$ cat src/rtl/vga_scan_controller_if.sv
// Raster/pixel bundle between the scan controller, the game top that renders
// from x/y, and the board DAC.
interface vga_scan_controller_if;
  logic [11:0] rgb_in;
  logic [9:0]  x;
  logic [9:0]  y;
  logic        pixel_tick;
  logic        line_tick;
  logic        frame_tick;
  logic        video_on;
  logic        hsync;
  logic        vsync;
  logic [11:0] rgb_out;

  // Free-running raster with no valid/ready pair: every pixel_tick is a transfer
  // that nobody can stall, so rgb_in must settle within one pixel slot of x/y.
  modport master (
    input  rgb_in,
    output x, y, pixel_tick, line_tick, frame_tick,
    output video_on, hsync, vsync, rgb_out
  );

  modport slave (
    output rgb_in,
    input  x, y, pixel_tick, line_tick, frame_tick,
    input  video_on, hsync, vsync, rgb_out
  );
endinterface

$ cat src/rtl/vga_scan_controller.sv
// VGA raster timing: pixel divider, h/v scan counters and a one-slot output
// register that blanks the game pixel and keeps colour and sync aligned.
module vga_scan_controller #(
  parameter int H_DISPLAY   = 640,
  parameter int H_FRONT     = 16,
  parameter int H_SYNC      = 96,
  parameter int H_BACK      = 48,
  parameter int V_DISPLAY   = 480,
  parameter int V_FRONT     = 10,
  parameter int V_SYNC      = 2,
  parameter int V_BACK      = 33,
  parameter int CLK_DIV     = 2,
  parameter bit SYNC_ACTIVE = 1'b0
) (
  input  logic                   clk,
  input  logic                   reset,
  vga_scan_controller_if.master  bus
);

  localparam int H_TOTAL = H_DISPLAY + H_FRONT + H_SYNC + H_BACK;
  localparam int V_TOTAL = V_DISPLAY + V_FRONT + V_SYNC + V_BACK;

  localparam logic [2:0] DIV_LAST     = 3'(CLK_DIV - 1);
  localparam logic [9:0] H_LAST       = 10'(H_TOTAL - 1);
  localparam logic [9:0] V_LAST       = 10'(V_TOTAL - 1);
  localparam logic [9:0] H_VIS        = 10'(H_DISPLAY);
  localparam logic [9:0] V_VIS        = 10'(V_DISPLAY);
  localparam logic [9:0] H_SYNC_START = 10'(H_DISPLAY + H_FRONT);
  localparam logic [9:0] H_SYNC_END   = 10'(H_DISPLAY + H_FRONT + H_SYNC);
  localparam logic [9:0] V_SYNC_START = 10'(V_DISPLAY + V_FRONT);
  localparam logic [9:0] V_SYNC_END   = 10'(V_DISPLAY + V_FRONT + V_SYNC);

  logic [2:0]  div_cnt;
  logic [9:0]  h_cnt;
  logic [9:0]  v_cnt;
  logic        pixel_tick;
  logic        line_end;
  logic        frame_end;
  logic        vis_c;
  logic        hs_c;
  logic        vs_c;
  logic        video_on_q;
  logic        hsync_q;
  logic        vsync_q;
  logic [11:0] rgb_q;

  // Gating with reset keeps the strobe low while held in reset even when
  // CLK_DIV=1, where div_cnt==DIV_LAST is always true.
  assign pixel_tick = (div_cnt == DIV_LAST) && !reset;
  assign line_end   = pixel_tick && (h_cnt == H_LAST);
  assign frame_end  = line_end && (v_cnt == V_LAST);

  assign vis_c = (h_cnt < H_VIS) && (v_cnt < V_VIS);
  assign hs_c  = (h_cnt >= H_SYNC_START) && (h_cnt < H_SYNC_END);
  assign vs_c  = (v_cnt >= V_SYNC_START) && (v_cnt < V_SYNC_END);

  always_ff @(posedge clk or posedge reset) begin
    if (reset) begin
      div_cnt <= '0;
    end else if (pixel_tick) begin
      div_cnt <= '0;
    end else begin
      div_cnt <= div_cnt + 3'd1;
    end
  end

  always_ff @(posedge clk or posedge reset) begin
    if (reset) begin
      h_cnt <= '0;
      v_cnt <= '0;
    end else if (pixel_tick) begin
      if (h_cnt == H_LAST) begin
        h_cnt <= '0;
        v_cnt <= (v_cnt == V_LAST) ? 10'd0 : v_cnt + 10'd1;
      end else begin
        h_cnt <= h_cnt + 10'd1;
      end
    end
  end

  // Loaded on the last clk of each slot, so rgb_in gets CLK_DIV-1 clks to settle
  // and every output trails x/y by exactly one slot.
  always_ff @(posedge clk or posedge reset) begin
    if (reset) begin
      video_on_q <= 1'b0;
      rgb_q      <= '0;
      hsync_q    <= ~SYNC_ACTIVE;
      vsync_q    <= ~SYNC_ACTIVE;
    end else if (pixel_tick) begin
      video_on_q <= vis_c;
      rgb_q      <= vis_c ? bus.rgb_in : 12'h000;
      hsync_q    <= hs_c ? SYNC_ACTIVE : ~SYNC_ACTIVE;
      vsync_q    <= vs_c ? SYNC_ACTIVE : ~SYNC_ACTIVE;
    end
  end

  assign bus.x          = h_cnt;
  assign bus.y          = v_cnt;
  assign bus.pixel_tick = pixel_tick;
  assign bus.line_tick  = line_end;
  assign bus.frame_tick = frame_end;
  assign bus.video_on   = video_on_q;
  assign bus.hsync      = hsync_q;
  assign bus.vsync      = vsync_q;
  assign bus.rgb_out    = rgb_q;

endmodule

$ cat src/flat_wrapper.sv
// flat-port wrapper written by rule: the top's interface ports become plain ports
module vga_scan_controller_flat 
#(
  parameter int H_DISPLAY   = 640,
  parameter int H_FRONT     = 16,
  parameter int H_SYNC      = 96,
  parameter int H_BACK      = 48,
  parameter int V_DISPLAY   = 480,
  parameter int V_FRONT     = 10,
  parameter int V_SYNC      = 2,
  parameter int V_BACK      = 33,
  parameter int CLK_DIV     = 2,
  parameter bit SYNC_ACTIVE = 1'b0
)
  (clk, reset, bus_rgb_in, bus_x, bus_y, bus_pixel_tick, bus_line_tick, bus_frame_tick, bus_video_on, bus_hsync, bus_vsync, bus_rgb_out);
  vga_scan_controller_if bus_i ();
  input  logic clk;
  input  logic reset;
  input wire logic [$bits(bus_i.rgb_in)-1:0] bus_rgb_in;
  output wire logic [$bits(bus_i.x)-1:0] bus_x;
  output wire logic [$bits(bus_i.y)-1:0] bus_y;
  output wire logic [$bits(bus_i.pixel_tick)-1:0] bus_pixel_tick;
  output wire logic [$bits(bus_i.line_tick)-1:0] bus_line_tick;
  output wire logic [$bits(bus_i.frame_tick)-1:0] bus_frame_tick;
  output wire logic [$bits(bus_i.video_on)-1:0] bus_video_on;
  output wire logic [$bits(bus_i.hsync)-1:0] bus_hsync;
  output wire logic [$bits(bus_i.vsync)-1:0] bus_vsync;
  output wire logic [$bits(bus_i.rgb_out)-1:0] bus_rgb_out;
  assign bus_i.rgb_in = bus_rgb_in;
  assign bus_x = bus_i.x;
  assign bus_y = bus_i.y;
  assign bus_pixel_tick = bus_i.pixel_tick;
  assign bus_line_tick = bus_i.line_tick;
  assign bus_frame_tick = bus_i.frame_tick;
  assign bus_video_on = bus_i.video_on;
  assign bus_hsync = bus_i.hsync;
  assign bus_vsync = bus_i.vsync;
  assign bus_rgb_out = bus_i.rgb_out;
  vga_scan_controller #(.H_DISPLAY(H_DISPLAY), .H_FRONT(H_FRONT), .H_SYNC(H_SYNC), .H_BACK(H_BACK), .V_DISPLAY(V_DISPLAY), .V_FRONT(V_FRONT), .V_SYNC(V_SYNC), .V_BACK(V_BACK), .CLK_DIV(CLK_DIV), .SYNC_ACTIVE(SYNC_ACTIVE)) u_core (.clk(clk), .reset(reset), .bus(bus_i));
endmodule
$ cat config.mk
export PLATFORM = sky130hd
export DESIGN_NAME = vga_scan_controller_flat
export DESIGN_NICKNAME = d
export VERILOG_FILES = /design/src/rtl/vga_scan_controller_if.sv /design/src/rtl/vga_scan_controller.sv /design/src/flat_wrapper.sv
export SDC_FILE = /design/constraint.sdc
export NUM_CORES = 1
export LEC_CHECK = 0
export ABC_AREA = 1
export CELL_PAD_IN_SITES_DETAIL_PLACEMENT = 2
export CELL_PAD_IN_SITES_GLOBAL_PLACEMENT = 2
export CORE_UTILIZATION = 30
export DETAILED_ROUTE_END_ITERATION = 16
export HOLD_SLACK_MARGIN = 0.1
export PLACE_DENSITY_LB_ADDON = 0.1
export SLEW_MARGIN = 20
export SYNTH_ARGS = -nofsm -noshare
export SYNTH_HDL_FRONTEND = slang
export SYNTH_SLANG_ARGS = --single-unit
$ cat constraint.sdc
create_clock -name clk -period 4.36 [get_ports clk]
set_input_delay 0.872 -clock clk [delete_from_list [all_inputs] [get_ports clk]]
set_output_delay 0.872 -clock clk [all_outputs]
set_load 0.05 [all_outputs]
==> impl_metrics.env, run 1 <==
export IMPL_io_pins=52
export IMPL_fp_dieW_um=84.15
export IMPL_start_kind="primary input"
export IMPL_hpwl_mm=4.023
export IMPL_cp_max_fo=20
export IMPL_ys_async_sr_fraction_pct=100.0
export IMPL_clockRootBuffer="clkbuf_8"
export IMPL_fin_crit_sh_pct=74.52
export IMPL_cp_arrival_ns=2.38
export IMPL_rsz0062_at_grt="false"
export IMPL_cts_hold_buf=0
export IMPL_tightest_slew_ns=0.9104
export IMPL_multi_input_area_sq_um=910.9
export IMPL_finalHoldViolCount=0
export IMPL_num_vias=1804
export IMPL_yosysSeqAreaShare_pct=47.10
export IMPL_wirelength_mm=5.508
export IMPL_drtPass1Iterations=10
export IMPL_place_gp_congestion=0.7680
export IMPL_clk_latency_ns=0.30
export IMPL_hold_path_cell_count=2
export IMPL_pwr_share_comb_pct=43.5
export IMPL_syn_area_sq_mm=0.002024
export IMPL_chipHeight_um=84.15
export IMPL_yosys_warnings=0
export IMPL_fin_crit_ns=3.249
export IMPL_path_clk_slew_ns=0.09
export IMPL_port_buffers=51
export IMPL_pwr_share_seq_pct=35.2
export IMPL_layout_drive_gt1_share_pct=11.82
export IMPL_relSlewSlack_pct=39.08
export IMPL_grt_overflow_total=0
export IMPL_via_per_inst=4.836
export IMPL_maxSlewViolCount=0
export IMPL_violations="DRC"
export IMPL_start_util_pct=31.52
export IMPL_dp_cells=365
export IMPL_cp_end_kind="output port"
export IMPL_synth_compound_area_share_pct=5.377
export IMPL_cts_sinks=38
export IMPL_synth_area_mux_share_pct=0
export IMPL_cts_setup_buffers=0
export IMPL_ir_drop_v=0.0001820
export IMPL_fmax_ghz=0.3078
export IMPL_hp_class="reg -> reg"
export IMPL_drc_errors=4
export IMPL_postSynthCellCount=243
export IMPL_antenna_found_initial=0
export IMPL_cts_tree="done"
export IMPL_setup_viol=0
export IMPL_layout_commonest_cell="nand2_1"
export IMPL_std_cell_rows=29
export IMPL_nNetsFinal=315
export IMPL_switchingPower_mw=0.6298
export IMPL_die_area_sq_mm=0.007080
export IMPL_wl_per_cell_um=14.77
export IMPL_grt_pass1_vias=1924
export IMPL_ctsResizeCount=0
export IMPL_crit_required_ns=3.49
export IMPL_grt_pass1_wl_mm=9.397
export IMPL_synth_xor_area_share_pct=3.028
export IMPL_rr_worst_depth=9
export IMPL_crit_type="in -> out"
export IMPL_syn_num_nets=263
export IMPL_areaGrowthSynthToFinish_pct=33.00
export IMPL_p_int_mw=0.8272
export IMPL_synth_edff_count=0
export IMPL_drt_initial_drc_count=88
export IMPL_final_cell_mix="65 x nand2_1, 49 x clkdlybuf4s50_1, 36 x dfrtp_1"
export IMPL_clock_path_buffers=2
export IMPL_synth_top_family_by_area="simple AND/OR/NAND/NOR gates"
export IMPL_fin_skew_ns=0.007669
export IMPL_yosys_cell_types_count=33
export IMPL_grt_usage_pct=16.99
export IMPL_fin_cells=373
export IMPL_p_sw_share_pct=43.23
export IMPL_htree_levels=2
export IMPL_antenna_cells=0
export IMPL_synth_simple_area_share_pct=32.88
export IMPL_grt_max_degree=39
export IMPL_ys_seq_elements=38
export IMPL_power_density_mw_per_mm2=541.1
export IMPL_synth_area_per_cell_sq_um=8.331
export IMPL_fill_cells=737
export IMPL_status="finished, violations left"
export IMPL_regArea_sq_um=953.4
export IMPL_timing_setup_tns_ns=0
export IMPL_yosys_most_used_dff="dfrtp_1"
export IMPL_synth_fa_ha_area_share_pct=3.708
export IMPL_ant_nets=0
export IMPL_core_sq_mm=0.006422
export IMPL_cts_buffers=5
export IMPL_leakagePower_nw=1.259
export IMPL_p_clk_share_pct=21.3
export IMPL_drv_cap=0
[power by group through the flow]
stage | sequential (mW) | clock (mW) | combinational (mW)
final | 0.513 | 0.310 | 0.634
after global routing | 0.528 | 0.336 | 0.676
after CTS | 0.517 | 0.320 | 0.645
after detailed placement | 0.523 | 0 | 0.641
after global placement | 0.518 | 0 | 0.629
after floorplan | 0.768 | 0 | 0.176
[through the flow]
stage | utilization [%] | total power [mW] | hold WS (ns) | instance area [sq um] | setup WS, ns
2_1_floorplan | - | 0.9437 | 0.5113 | 2024 | 1.356
3_3_place_gp | 40.15 | 1.147 | 0.4606 | 2579 | 1.118
3_5_place_dp | 40.15 | 1.164 | 0.4680 | 2579 | 1.103
4_1_cts | 41.92 | 1.481 | 0.4912 | 2693 | 1.090
5_1_grt | 41.92 | 1.540 | 0.5188 | 2693 | 0.9839
6_report | 41.92 | 1.457 | 0.4831 | 2693 | 1.111
[cell type report]
| cell class | instances | area share, % |
|---|---|---|
| flip-flops and latches | 38 | 35.41 |
| multi-input cells | 171 | 33.83 |
| repair buffers | 53 | 19.33 |
| inverters | 26 | 3.625 |
| well taps | 77 | 3.578 |
| clock buffers | 5 | 2.556 |
| clock inverters | 3 | 1.673 |
[worst paths after layout]
| path | from | endpoint | slack (ns) |
|---|---|---|---|
| setup / recovery | reset | bus_frame_tick | 1.11 |
| hold / removal | u_core.bus.rgb_out[7] | u_core.bus.rgb_out[7] | 0.48 |
| setup reg to reg | u_core.div_cnt[1] | u_core.bus.rgb_out[8] | 2.31 |
| hold reg to reg | u_core.bus.rgb_out[7] | u_core.bus.rgb_out[7] | 0.48 |
| max in group asynchronous | reset | u_core.bus.vsync | 2.90 |
| min in group asynchronous | reset | u_core.div_cnt[2] | 1.09 |
[critical path, cell delays in order]
cell	delay, ns
clkdlybuf4s50_1	0.46
nor3_4	0.21
buf_4	0.27
nand3_1	0.16
inv_1	0.11
nand2_1	0.06
inv_1	0.05
buf_4	0.18
[cells in the mapped netlist, types with 2 or more instances]
| library cell | instances | area share (%) |
|---|---|---|
| nand2_1 | 65 | 12 |
| dfrtp_1 | 36 | 44 |
| nand3_1 | 27 | 6.7 |
| inv_1 | 24 | 4.5 |
| nor2_1 | 22 | 4.1 |
| nand4_1 | 8 | 2.5 |
| ha_1 | 6 | 3.7 |
| o21ai_0 | 5 | 1.2 |
| nor2_2 | 4 | 1.2 |
| xor2_1 | 4 | 1.7 |
| buf_6 | 3 | 1.7 |
| nand2_2 | 3 | 0.93 |
| nor2_4 | 3 | 1.7 |
| o21ai_1 | 3 | 0.74 |
| o21ai_2 | 3 | 1.3 |
| or2_2 | 3 | 0.93 |
| xnor2_1 | 3 | 1.3 |
| a21oi_1 | 2 | 0.49 |
| buf_2 | 2 | 0.49 |
| buf_4 | 2 | 0.74 |
| dfstp_2 | 2 | 2.6 |
| inv_2 | 2 | 0.37 |
[state kept, by name (all words and copies together) (netlist names)]
name / flops
u_core.bus.hsync: 1
u_core.bus.rgb_out: 12
u_core.bus.video_on: 1
u_core.bus.vsync: 1
u_core.bus.x: 10
u_core.bus.y: 10
u_core.div_cnt: 3
[kinds of logic after synthesis]
group / count (synthesis)
AOI/OAI and AO/OA: 17
adders and majority gates: 6
DFF: 38
xor gates and xnor gates: 7
and+or+nand+nor: 141
buffers and inverters: 34
[routing by layer]
| metal | GRT usage, % | wire (um) | part of all wire (%) |
|---|---|---|---|
| met1 | 21.66 | 2536 | 46 |
| met2 | 28.99 | 2712 | 49 |
| met3 | 3.540 | 188 | 3.4 |
| met4 | 5.172 | 71 | 1.3 |
| met5 | 0 | 0 | 0 |
Note: power is estimated with default switching activity, not from simulation.
==> inputs of run 2 (changes only) <==
--- a/config.mk
+++ b/config.mk
@@ -8,7 +8,7 @@
 export ABC_AREA = 1
 export CELL_PAD_IN_SITES_DETAIL_PLACEMENT = 2
 export CELL_PAD_IN_SITES_GLOBAL_PLACEMENT = 2
-export CORE_UTILIZATION = 30
+export CORE_UTILIZATION = 28
 export DETAILED_ROUTE_END_ITERATION = 16
 export HOLD_SLACK_MARGIN = 0.1
 export PLACE_DENSITY_LB_ADDON = 0.1
==> constraint.sdc (replaced) <==
create_clock -name clk -period 3.3 [get_ports clk]
set_input_delay 0.66 -clock clk [delete_from_list [all_inputs] [get_ports clk]]
set_output_delay 0.66 -clock clk [all_outputs]
set_load 0.05 [all_outputs]
==> run 2 against run 1 <==
Net effect:
- utilization decreased by 1.6 points
- critical path depth decreased by 1
- clock power increased by 61%
- largest cell class unchanged
- final cell count increased by 5.4%
- sequential power increased by 34%
- the run now ends clean
- sequential share of layout area decreased by 1.2 points
- global-route usage increased by 0.62 points
==> impl_metrics.env, run 2 (synthesis results as in run 1) <==
export IMPL_status="completed"
export IMPL_drtPass1Iterations=4
export IMPL_fin_cells=393
export IMPL_dpl_cell_area_sq_mm=0.002645
export IMPL_fin_hold_ws_ns=0.4933
export IMPL_crit_chain="clkdlybuf4s50_1 > nor3_4 > nand3_1 > inv_1 > nand2_1 > inv_1 > buf_12"
export IMPL_grt_pass1_wl_mm=10.17
export IMPL_place_gp_congestion=0.7663
export IMPL_via_per_inst=4.621
export IMPL_grt_usage_pct=17.61
export IMPL_ant_nets=0
export IMPL_ff2ff_setup_slack_ns=1.26
export IMPL_antenna_found_initial=0
export IMPL_core_sq_mm=0.006907
export IMPL_relSlewSlack_pct=37.41
export IMPL_dp_cells=385
export IMPL_cp_max_fo=3
export IMPL_wl_met1_mm=2.762
export IMPL_cts_tree="done"
export IMPL_clk_latency_ns=0.29
export IMPL_crit_type="in -> out"
export IMPL_cts_buffers=5
export IMPL_final_cell_mix="65 x nand2_1, 48 x clkdlybuf4s50_1, 36 x dfrtp_1"
export IMPL_cts_sinks=38
export IMPL_crit_buf_inv=4
export IMPL_htree_levels=2
export IMPL_fmax_ghz=0.3762
export IMPL_std_cell_rows=30
export IMPL_fp_dieW_um=87.03
export IMPL_hpwl_mm=4.271
export IMPL_io_pins=52
export IMPL_layout_drive_gt1_share_pct=12.46
export IMPL_antenna_cells=0
export IMPL_top_layer="met4"
export IMPL_hp_class="reg -> reg"
export IMPL_fin_area_sq_mm=0.002788
export IMPL_clock_path_buffers=2
export IMPL_path_clk_slew_ns=0.08
export IMPL_cp_end_kind="output port"
export IMPL_start_util_pct=29.31
export IMPL_fin_skew_ns=0.009216
export IMPL_critical_path_slowest_cell="clkdlybuf4s50_1"
export IMPL_crit_required_ns=2.64
export IMPL_start_kind="primary input"
export IMPL_nNetsFinal=316
export IMPL_drv_cap=0
export IMPL_num_vias=1816
export IMPL_die_area_sq_mm=0.007574
export IMPL_final_util_pct=40.36
export IMPL_ctsResizeCount=0
export IMPL_tightest_slew_ns=0.9354
export IMPL_wl_per_cell_um=15.05
export IMPL_cp_arrival_ns=2.00
export IMPL_maxSlewViolCount=0
export IMPL_grt_pass1_vias=2053
export IMPL_cp_num_cells=7
export IMPL_wl_met2_mm=2.850
export IMPL_rsz0062_at_grt="false"
export IMPL_setup_viol=0
export IMPL_cts_setup_buffers=0
export IMPL_cp_top_family="buffers and inverters"
export IMPL_grt_overflow_total=0
export IMPL_finalHoldViolCount=0
export IMPL_drt_initial_drc_count=88
export IMPL_hold_path_cell_count=2
export IMPL_rr_worst_depth=9
export IMPL_crit_top_cell="inv_1"
export IMPL_power_density_mw_per_mm2=729.9
export IMPL_timing_setup_tns_ns=0
export IMPL_fin_crit_ns=2.658
export IMPL_cpPeakStageDelay_ns=0.46
export IMPL_clockRootBuffer="clkbuf_8"
export IMPL_largest_reg_flops=12
export IMPL_cts_hold_buf=0
export IMPL_port_buffers=51
export IMPL_chipHeight_um=87.03
export IMPL_layout_commonest_cell="nand2_1"
export IMPL_drc_errors=0
export IMPL_fin_crit_sh_pct=80.55
export IMPL_wirelength_mm=5.914
export IMPL_route_met3_wl_um=236
export IMPL_ir_drop_v=0.0002776
export IMPL_grt_max_degree=39
export IMPL_leakagePower_nw=1.296
export IMPL_areaGrowthSynthToFinish_pct=37.70
[run 2: changes by cell type in the layout (fill, tap and decap cells not counted), sizes merged]
cell and change:
clkbuf +1, buf +2, clkinvlp -2, bufinv +1
clkdlybuf4s50 -1
[run 2: cell type report]
type,instances,area [sq um]
fillers,802,4119
flip-flops and latches,38,953.4
multi-input cells,171,910.9
clock inverters,2,60.06
clock buffers,6,82.58
inverters,26,97.59
well taps,96,120.1
repair buffers,54,563.0
[run 2: power breakdown]
| group | internal (mW) | switching, mW | total [mW] |
|---|---|---|---|
| Sequential | 0.585 | 0.102 | 0.687 |
| Clock | 0.323 | 0.175 | 0.498 |
| Combinational | 0.289 | 0.560 | 0.849 |
[run 2: path summary, 6_finish.rpt]
path / startpoint / to
worst min register to register: u_core.bus.rgb_out[1] / u_core.bus.rgb_out[1]
min in group asynchronous: reset / u_core.div_cnt[2]
worst min-delay path: u_core.bus.rgb_out[1] / u_core.bus.rgb_out[1]
worst max-delay path: reset / bus_frame_tick
worst max register to register: u_core.div_cnt[1] / u_core.bus.rgb_out[4]
max in group asynchronous: reset / u_core.bus.hsync
[run 2: worst min-delay path, stage by stage, from the launching register on]
cell and delay [ns]:
dfrtp_1 0.35, nand2_1 0.06, nand2_1 0.06
[run 2: layer usage]
metal | vias up | track usage [%]
met5 | - | 0
met4 | 0 | 4.545
met3 | 6 | 3.223
met2 | 37 | 30.57
met1 | 898 | 22.47
li1 | 875 | -
[run 2: metrics by stage]
stage	total power, mW	worst slack (ns)
after floorplan	1.247	0.5709
after global placement	1.529	0.6355
after detailed placement	1.559	0.6303
after CTS	2.073	0.6176
after global routing	2.155	0.5218
final	2.035	0.6420
